===== src/rtl/serial_adder_if.sv =====
// serial_adder_if: operand and result valid/ready handshakes of the bit-serial adder
interface serial_adder_if #(parameter int WIDTH = 8);
  logic             in_valid;
  logic             in_ready;
  logic [WIDTH-1:0] a;
  logic [WIDTH-1:0] b;
  logic             cin;
  logic             out_valid;
  logic             out_ready;
  logic [WIDTH-1:0] sum;
  logic             cout;
  logic             busy;
  modport master (output in_valid, a, b, cin, out_ready, input in_ready, out_valid, sum, cout, busy);
  modport slave  (input in_valid, a, b, cin, out_ready, output in_ready, out_valid, sum, cout, busy);
endinterface


===== src/rtl/serial_adder.sv =====
// serial_adder: one full-adder cell and a registered carry add two WIDTH-bit operands LSB-first
module serial_adder #(
  parameter int WIDTH = 8
) (
  input logic          clk,
  input logic          rst,
  serial_adder_if.slave io
);
  localparam int CW = $clog2(WIDTH);
  localparam logic [CW-1:0] LAST = CW'(WIDTH - 1);
  localparam logic [1:0] IDLE = 2'd0;
  localparam logic [1:0] ADD  = 2'd1;
  localparam logic [1:0] DONE = 2'd2;
  logic [1:0]       state_q, state_d;
  logic [WIDTH-1:0] a_sr_q, a_sr_d, b_sr_q, b_sr_d, sum_sr_q, sum_sr_d;
  logic             carry_q, carry_d, out_valid_q, out_valid_d;
  logic [CW-1:0]    cnt_q, cnt_d;
  logic             s, c_next;
  assign s      = a_sr_q[0] ^ b_sr_q[0] ^ carry_q;
  assign c_next = (a_sr_q[0] & b_sr_q[0]) | (b_sr_q[0] & carry_q) | (carry_q & a_sr_q[0]);
  always_comb begin
    state_d     = state_q;
    a_sr_d      = a_sr_q;
    b_sr_d      = b_sr_q;
    sum_sr_d    = sum_sr_q;
    carry_d     = carry_q;
    cnt_d       = cnt_q;
    out_valid_d = out_valid_q;
    if (state_q == IDLE && io.in_valid) begin
      a_sr_d  = io.a;
      b_sr_d  = io.b;
      carry_d = io.cin;
      cnt_d   = '0;
      state_d = ADD;
    end else if (state_q == ADD) begin
      sum_sr_d = {s, sum_sr_q[WIDTH-1:1]};
      a_sr_d   = a_sr_q >> 1;
      b_sr_d   = b_sr_q >> 1;
      carry_d  = c_next;
      cnt_d    = cnt_q + 1'b1;
      state_d     = (cnt_q == LAST) ? DONE : ADD;
      out_valid_d = (cnt_q == LAST);
    end else if (state_q == DONE && io.out_ready) begin
      state_d     = IDLE;
      out_valid_d = 1'b0;
    end
  end
  always_ff @(posedge clk or posedge rst) begin
    if (rst) begin
      state_q     <= IDLE;
      a_sr_q      <= '0;
      b_sr_q      <= '0;
      sum_sr_q    <= '0;
      carry_q     <= 1'b0;
      cnt_q       <= '0;
      out_valid_q <= 1'b0;
    end else begin
      state_q     <= state_d;
      a_sr_q      <= a_sr_d;
      b_sr_q      <= b_sr_d;
      sum_sr_q    <= sum_sr_d;
      carry_q     <= carry_d;
      cnt_q       <= cnt_d;
      out_valid_q <= out_valid_d;
    end
  end
  // sum and cout come straight from the shift register and carry flop, so they hold through DONE
  assign io.sum       = sum_sr_q;
  assign io.cout      = carry_q;
  assign io.out_valid = out_valid_q;
  assign io.in_ready  = (state_q == IDLE) && !rst;
  assign io.busy      = (state_q != IDLE);
endmodule


===== src/flat_wrapper.sv =====
// flat-port wrapper written by rule: the top's interface ports become plain ports
module serial_adder_flat 
#(
  parameter int WIDTH = 8
)
  (clk, rst, io_in_valid, io_a, io_b, io_cin, io_out_ready, io_in_ready, io_out_valid, io_sum, io_cout, io_busy);
  serial_adder_if #(.WIDTH(WIDTH)) io_i ();
  input logic clk;
  input logic rst;
  input wire logic [$bits(io_i.in_valid)-1:0] io_in_valid;
  input wire logic [$bits(io_i.a)-1:0] io_a;
  input wire logic [$bits(io_i.b)-1:0] io_b;
  input wire logic [$bits(io_i.cin)-1:0] io_cin;
  input wire logic [$bits(io_i.out_ready)-1:0] io_out_ready;
  output wire logic [$bits(io_i.in_ready)-1:0] io_in_ready;
  output wire logic [$bits(io_i.out_valid)-1:0] io_out_valid;
  output wire logic [$bits(io_i.sum)-1:0] io_sum;
  output wire logic [$bits(io_i.cout)-1:0] io_cout;
  output wire logic [$bits(io_i.busy)-1:0] io_busy;
  assign io_i.in_valid = io_in_valid;
  assign io_i.a = io_a;
  assign io_i.b = io_b;
  assign io_i.cin = io_cin;
  assign io_i.out_ready = io_out_ready;
  assign io_in_ready = io_i.in_ready;
  assign io_out_valid = io_i.out_valid;
  assign io_sum = io_i.sum;
  assign io_cout = io_i.cout;
  assign io_busy = io_i.busy;
  serial_adder #(.WIDTH(WIDTH)) u_core (.clk(clk), .rst(rst), .io(io_i));
endmodule

===== config.mk =====
export PLATFORM = sky130hd
export DESIGN_NAME = serial_adder_flat
export DESIGN_NICKNAME = d
export VERILOG_FILES = /design/src/rtl/serial_adder_if.sv /design/src/rtl/serial_adder.sv /design/src/flat_wrapper.sv
export SDC_FILE = /design/constraint.sdc
export NUM_CORES = 1
export LEC_CHECK = 0
export ABC_AREA = 1
export CAP_MARGIN = 20
export CORE_UTILIZATION = 46
export CTS_BUF_LIST = sky130_fd_sc_hd__clkbuf_2
export DETAILED_ROUTE_END_ITERATION = 7
export PLACE_DENSITY = 0.75
export SETUP_SLACK_MARGIN = 0.3
export SLEW_MARGIN = 20
export SYNTH_ARGS = -nofsm -noshare
export SYNTH_HDL_FRONTEND = slang
export SYNTH_SLANG_ARGS = --single-unit

===== constraint.sdc =====
create_clock -name clk -period 1.4 [get_ports clk]
set_input_delay 0.28 -clock clk [delete_from_list [all_inputs] [get_ports clk]]
set_output_delay 0.28 -clock clk [all_outputs]
set_load 0.01 [all_outputs]

# Word level (Yosys, flattened, before mapping)

Index checks and enable logic that the tools add are counted.

Register bits after elaboration: 31
Latch bits: 0
Bits in writable memories: 0
Memory bits (read-only): 0
Input bits: 21
Output and inout port bits: 12
Memories: 0

Add/sub/neg operators: 1
$mul: 0
Divide/modulo/power cells: 0
Magnitude comparators: 0
Equal/unequal tests: 3
Shift-type cells: 0
Multiplexer cells: 14
Bitwise operators: 8
Reductions and logical operators: 11

Operators by type and width:

| kind                  | number |
|---|---|
| $mux W8               | 4 |
| $mux W2               | 4 |
| $mux W3               | 2 |
| $reduce_bool A2 Y1    | 3 |
| $mux W1               | 4 |
| $reduce_and A2 Y1     | 2 |
| $add A3 B1 Y3 const B | 1 |
| $and A1 B1 Y1         | 3 |
| $eq A3 B3 Y1 const B  | 1 |
| $logic_and A1 B1 Y1   | 3 |
| $reduce_bool A3 Y1    | 1 |
| $eq A2 B1 Y1 const B  | 1 |
| $eq A2 B2 Y1 const B  | 1 |
| $logic_not A2 Y1      | 1 |
| $or A1 B1 Y1          | 2 |
| $xor A1 B1 Y1         | 2 |
| $logic_not A1 Y1      | 1 |
| $not A1 Y1            | 1 |

# Depth between registers and ports, before layout

Depth after elaboration: 5
Gate-level depth with buffers: 6

# Worst setup path after synthesis

Ideal clock, no wire load.

Path kind: flip-flop to output port
Start: register u_core.state_q[0]
End: output io_in_ready
Arrival time: 0.846 ns
Required time: 1.120 ns
Path slack: 0.274 ns
Cell stages (with the launch flop): 4
Buffers on the path: 0
Path through: dfrtp_1 > inv_1 > nand2_1 > nor2_1

Cells in the longest elaborated chain, start to end: 2

RTL lines:

| what                   | line               | RTL |
|---|---|---|
| start, declared        | serial_adder.sv:14 | `logic [1:0] state_q, state_d;` |
| start signal, assigned | serial_adder.sv:58 | `state_q <= state_d;` |
| $logic_not A2 Y1       | serial_adder.sv:71 | `assign io.in_ready = (state_q == IDLE) && !rst;` |
| $logic_and A1 B1 Y1    | serial_adder.sv:71 |  |
| end, declared          | flat_wrapper.sv:15 | `output wire logic [$bits(io_i.in_ready)-1:0] io_in_ready;` |

Every way passes these cells.

# Worst setup path after layout

Ends and elaborated chain as after synthesis.

==> reports/qor.yml <==
outcome: "finished, violations left"
violations: "design-rule violations"
fin_crit_share_pct: 98.9
grt.overflow.total: 0
core_mm2: 0.00281
setup.worst_path.end_class: "output pin"
synth-seq-cells: 31
fmax_ghz: 0.722
worst_r2r_path_depth: 4
gpl.final_weighted_congestion: 0.781
r2r_setup_slack_ps: 190
maxSlewHeadroom_pct: 83.2
synth_area_mm2: 0.00139
drt_drc_violations_left: 4
power.density_mw_per_mm2: 2010
cts-root-buf: "sky130_fd_sc_hd__clkbuf_2"
clk_path_buf_depth: 2
cp_data_arrival_time_ps: 1100
detail-route-antenna-nets: 0
wire_length_of_the_first_global_routing_pass_um: 5470
antennaDiodeCount: 0
synth_top_cell_area_share_pct: 55.7
count_of_tritonroute_iterations_in_the_first_routing_pass: 6
hold_class: "in -> async"
tritoncts_num_sinks: 31
chipHeight_um: 57.0
initial_core_util_pct: 49.6
postSynth.topFlopCell: "sky130_fd_sc_hd__dfrtp_1"
synth_commonest_cells: "53 x sky130_fd_sc_hd__nand2_1, 52 x sky130_fd_sc_hd__nand3_1, 31 x sky130_fd_sc_hd__dfrtp_1"
final-hold-violation-count: 0
grt_pass1_vias: 1264
cts_buffer_count: 5
syn-mean-instance-area_um2: 8.60
detail_route.vias_per_cell: 5.29
finish.net_count: 244
rsz_0062_raised_after_global_routing: "yes"
synth_area_leader_cell: "sky130_fd_sc_hd__dfrtp_1"
die_w_um: 57.0
timing.critical_path.from_type: "register"
detailedPlacementHpwl_um: 2080
worst_case_setup_slack_after_placement_ps: -274
yosysSeqAreaShare_pct: 55.7
postSynth.asyncResetShare_pct: 100
worst-path-max-fanout: 3
antenna_found_initial: 0
setup_viol_count_final: 0
timing.final.crit_period_ps: 1380
slew_at_the_pin_closest_to_its_max_slew_limit_ps: 252
drtIter0Drc: 58
number_of_nets_in_the_synthesized_netlist: 186
finalMaxSlewViolations: 0
drt-total-wl_um: 3360
insertion_delay_of_the_later_clocked_pin_in_the_worst_skew_pair_ps: 360
timing.final.ws_setup_ps: 15.4
start_of_the_worst_register_to_register_path: "u_core.io.cout$_DFFE_PP0P_"
tritoncts: "built"
numPortBuffers: 32
io-pin-count: 33
synthesis.yosys.warnings: 0
synth-edff-count: 0
clock-skew-final_ps: 18.7
grtUsageTotal_pct: 22.5
fin_util_pct: 74.5
worst_voltage_drop_across_the_vdd_grid_v: 0.00103
layout_overhead_on_the_synthesized_area_pct: 50.1
core.rowCount: 19
synth.most_common_cell: "sky130_fd_sc_hd__nand2_1"
clk_pin_slew_worst_paths_ps: 160
ctsHtreeMaxLevel: 2
drt-wirelength-per-cell_um: 13.4
reg2reg_to: "u_core.io.sum[7]$_DFFE_PP0P_"
layout-drive-gt1-share_pct: 35.0
total_power_uw: 4200
p_leak_uw: 0.00109
worstSetupPathType: "reg -> out"
timing.critical_path.required_ps: 1120
floorplan.die_area_mm2: 0.00325
grt_start_max_net_pins: 32
cap_violations: 0
synth_cells: 162
post_synth_num_cell_types: 11
synth_top_cells_by_area: "sky130_fd_sc_hd__dfrtp_1 56%, sky130_fd_sc_hd__nand3_1 19%, sky130_fd_sc_hd__nand2_1 14%, sky130_fd_sc_hd__buf_2 3.2%, sky130_fd_sc_hd__ha_1 1.8%"
num_vias: 1329
## routing by layer
layer	wire, µm	track usage, %
met5	0	0
met3	194	6.58
met2	1760	38.5
met4	45	9.06
met1	1360	26.6
## power breakdown
group          internal (µW)  switching (µW)  leakage (µW)
Sequential              1210             186      0.000412
Clock                    105             292     0.0000262
Combinational           1140            1260      0.000650
## worst max-delay path by stage
stage / from / to / cells after the start
final: u_core.state_q[0]$_DFFE_PP0P_ / io_in_ready / 4
after global routing: u_core.state_q[0]$_DFFE_PP0P_ / io_in_ready / 4
after CTS: u_core.state_q[1]$_DFFE_PP0P_ / io_in_ready / 4
after detailed placement: rst / io_in_ready / 3
after global placement: rst / io_in_ready / 3
after floorplan: u_core.state_q[0]$_DFFE_PP0P_ / io_in_ready / 3
## registers in the layout, summed over array words and instances, names as in the netlist
name	flops
u_core.a_sr_q	8
u_core.b_sr_q	8
u_core.cnt_q	3
u_core.io.cout	1
u_core.io.out_valid	1
u_core.io.sum	8
u_core.state_q	2
## through the flow
stage	cell area (µm²)	instances	setup TNS, ps	hold slack, ps
floorplan	1400	162	0	384
global placement	1820	227	-223	463
detailed placement	1820	227	-274	479
CTS	1970	246	-23.1	290
global route	2090	251	-63.4	292
finish	2090	251	0	294
## placed cells by master, fill, tap and decap left out, types with 4 or more instances in the layout
cell                               n
sky130_fd_sc_hd__nand3_1          50
sky130_fd_sc_hd__buf_6             7
sky130_fd_sc_hd__dfrtp_1          31
sky130_fd_sc_hd__nand2_2          15
sky130_fd_sc_hd__nand2_1          33
sky130_fd_sc_hd__buf_2            12
sky130_fd_sc_hd__clkbuf_2          5
sky130_fd_sc_hd__nand2_4           4
sky130_fd_sc_hd__inv_1             4
sky130_fd_sc_hd__clkdlybuf4s50_1  20
sky130_fd_sc_hd__buf_4            18
## area by class of cell
class | count | area [µm²]
Sequential cell | 31 | 776
Fill cell | 219 | 714
Clock buffer | 5 | 25.0
Inverter | 6 | 22.5
Timing Repair Buffer | 61 | 562
Clock inverter | 2 | 8.76
Multi-Input combinational cell | 115 | 658
Tap cell | 31 | 38.8
## critical path: stages, from the launching register on
cell,delay (ps)
sky130_fd_sc_hd__dfrtp_1,420
sky130_fd_sc_hd__inv_2,70
sky130_fd_sc_hd__nand2_2,60
sky130_fd_sc_hd__nor2_2,70
sky130_fd_sc_hd__buf_2,130
## cells by family after synthesis
group                    after synthesis  share of synthesized area (%)
adder cells (fa/ha/maj)                3                           3.23
flip-flops                            31                           55.7
AO/OA/AOI/OAI                          3                           1.08
buffers and inverters                 16                           5.39
AND/OR/NAND/NOR                      109                           34.6
## what timing repair did
item / 4_1_cts / 5_1_grt
gates resized for setup: 71 / 27
setup buffers: 9 / 5
cloned: 3 / 0
endpoints found under the setup margin: 33 / 43
endpoints found under the hold margin: 0 / 0
hold buffers: 0 / 0
pin swaps: 2 / 2
No activity file was read; power rests on OpenSTA's default activity.
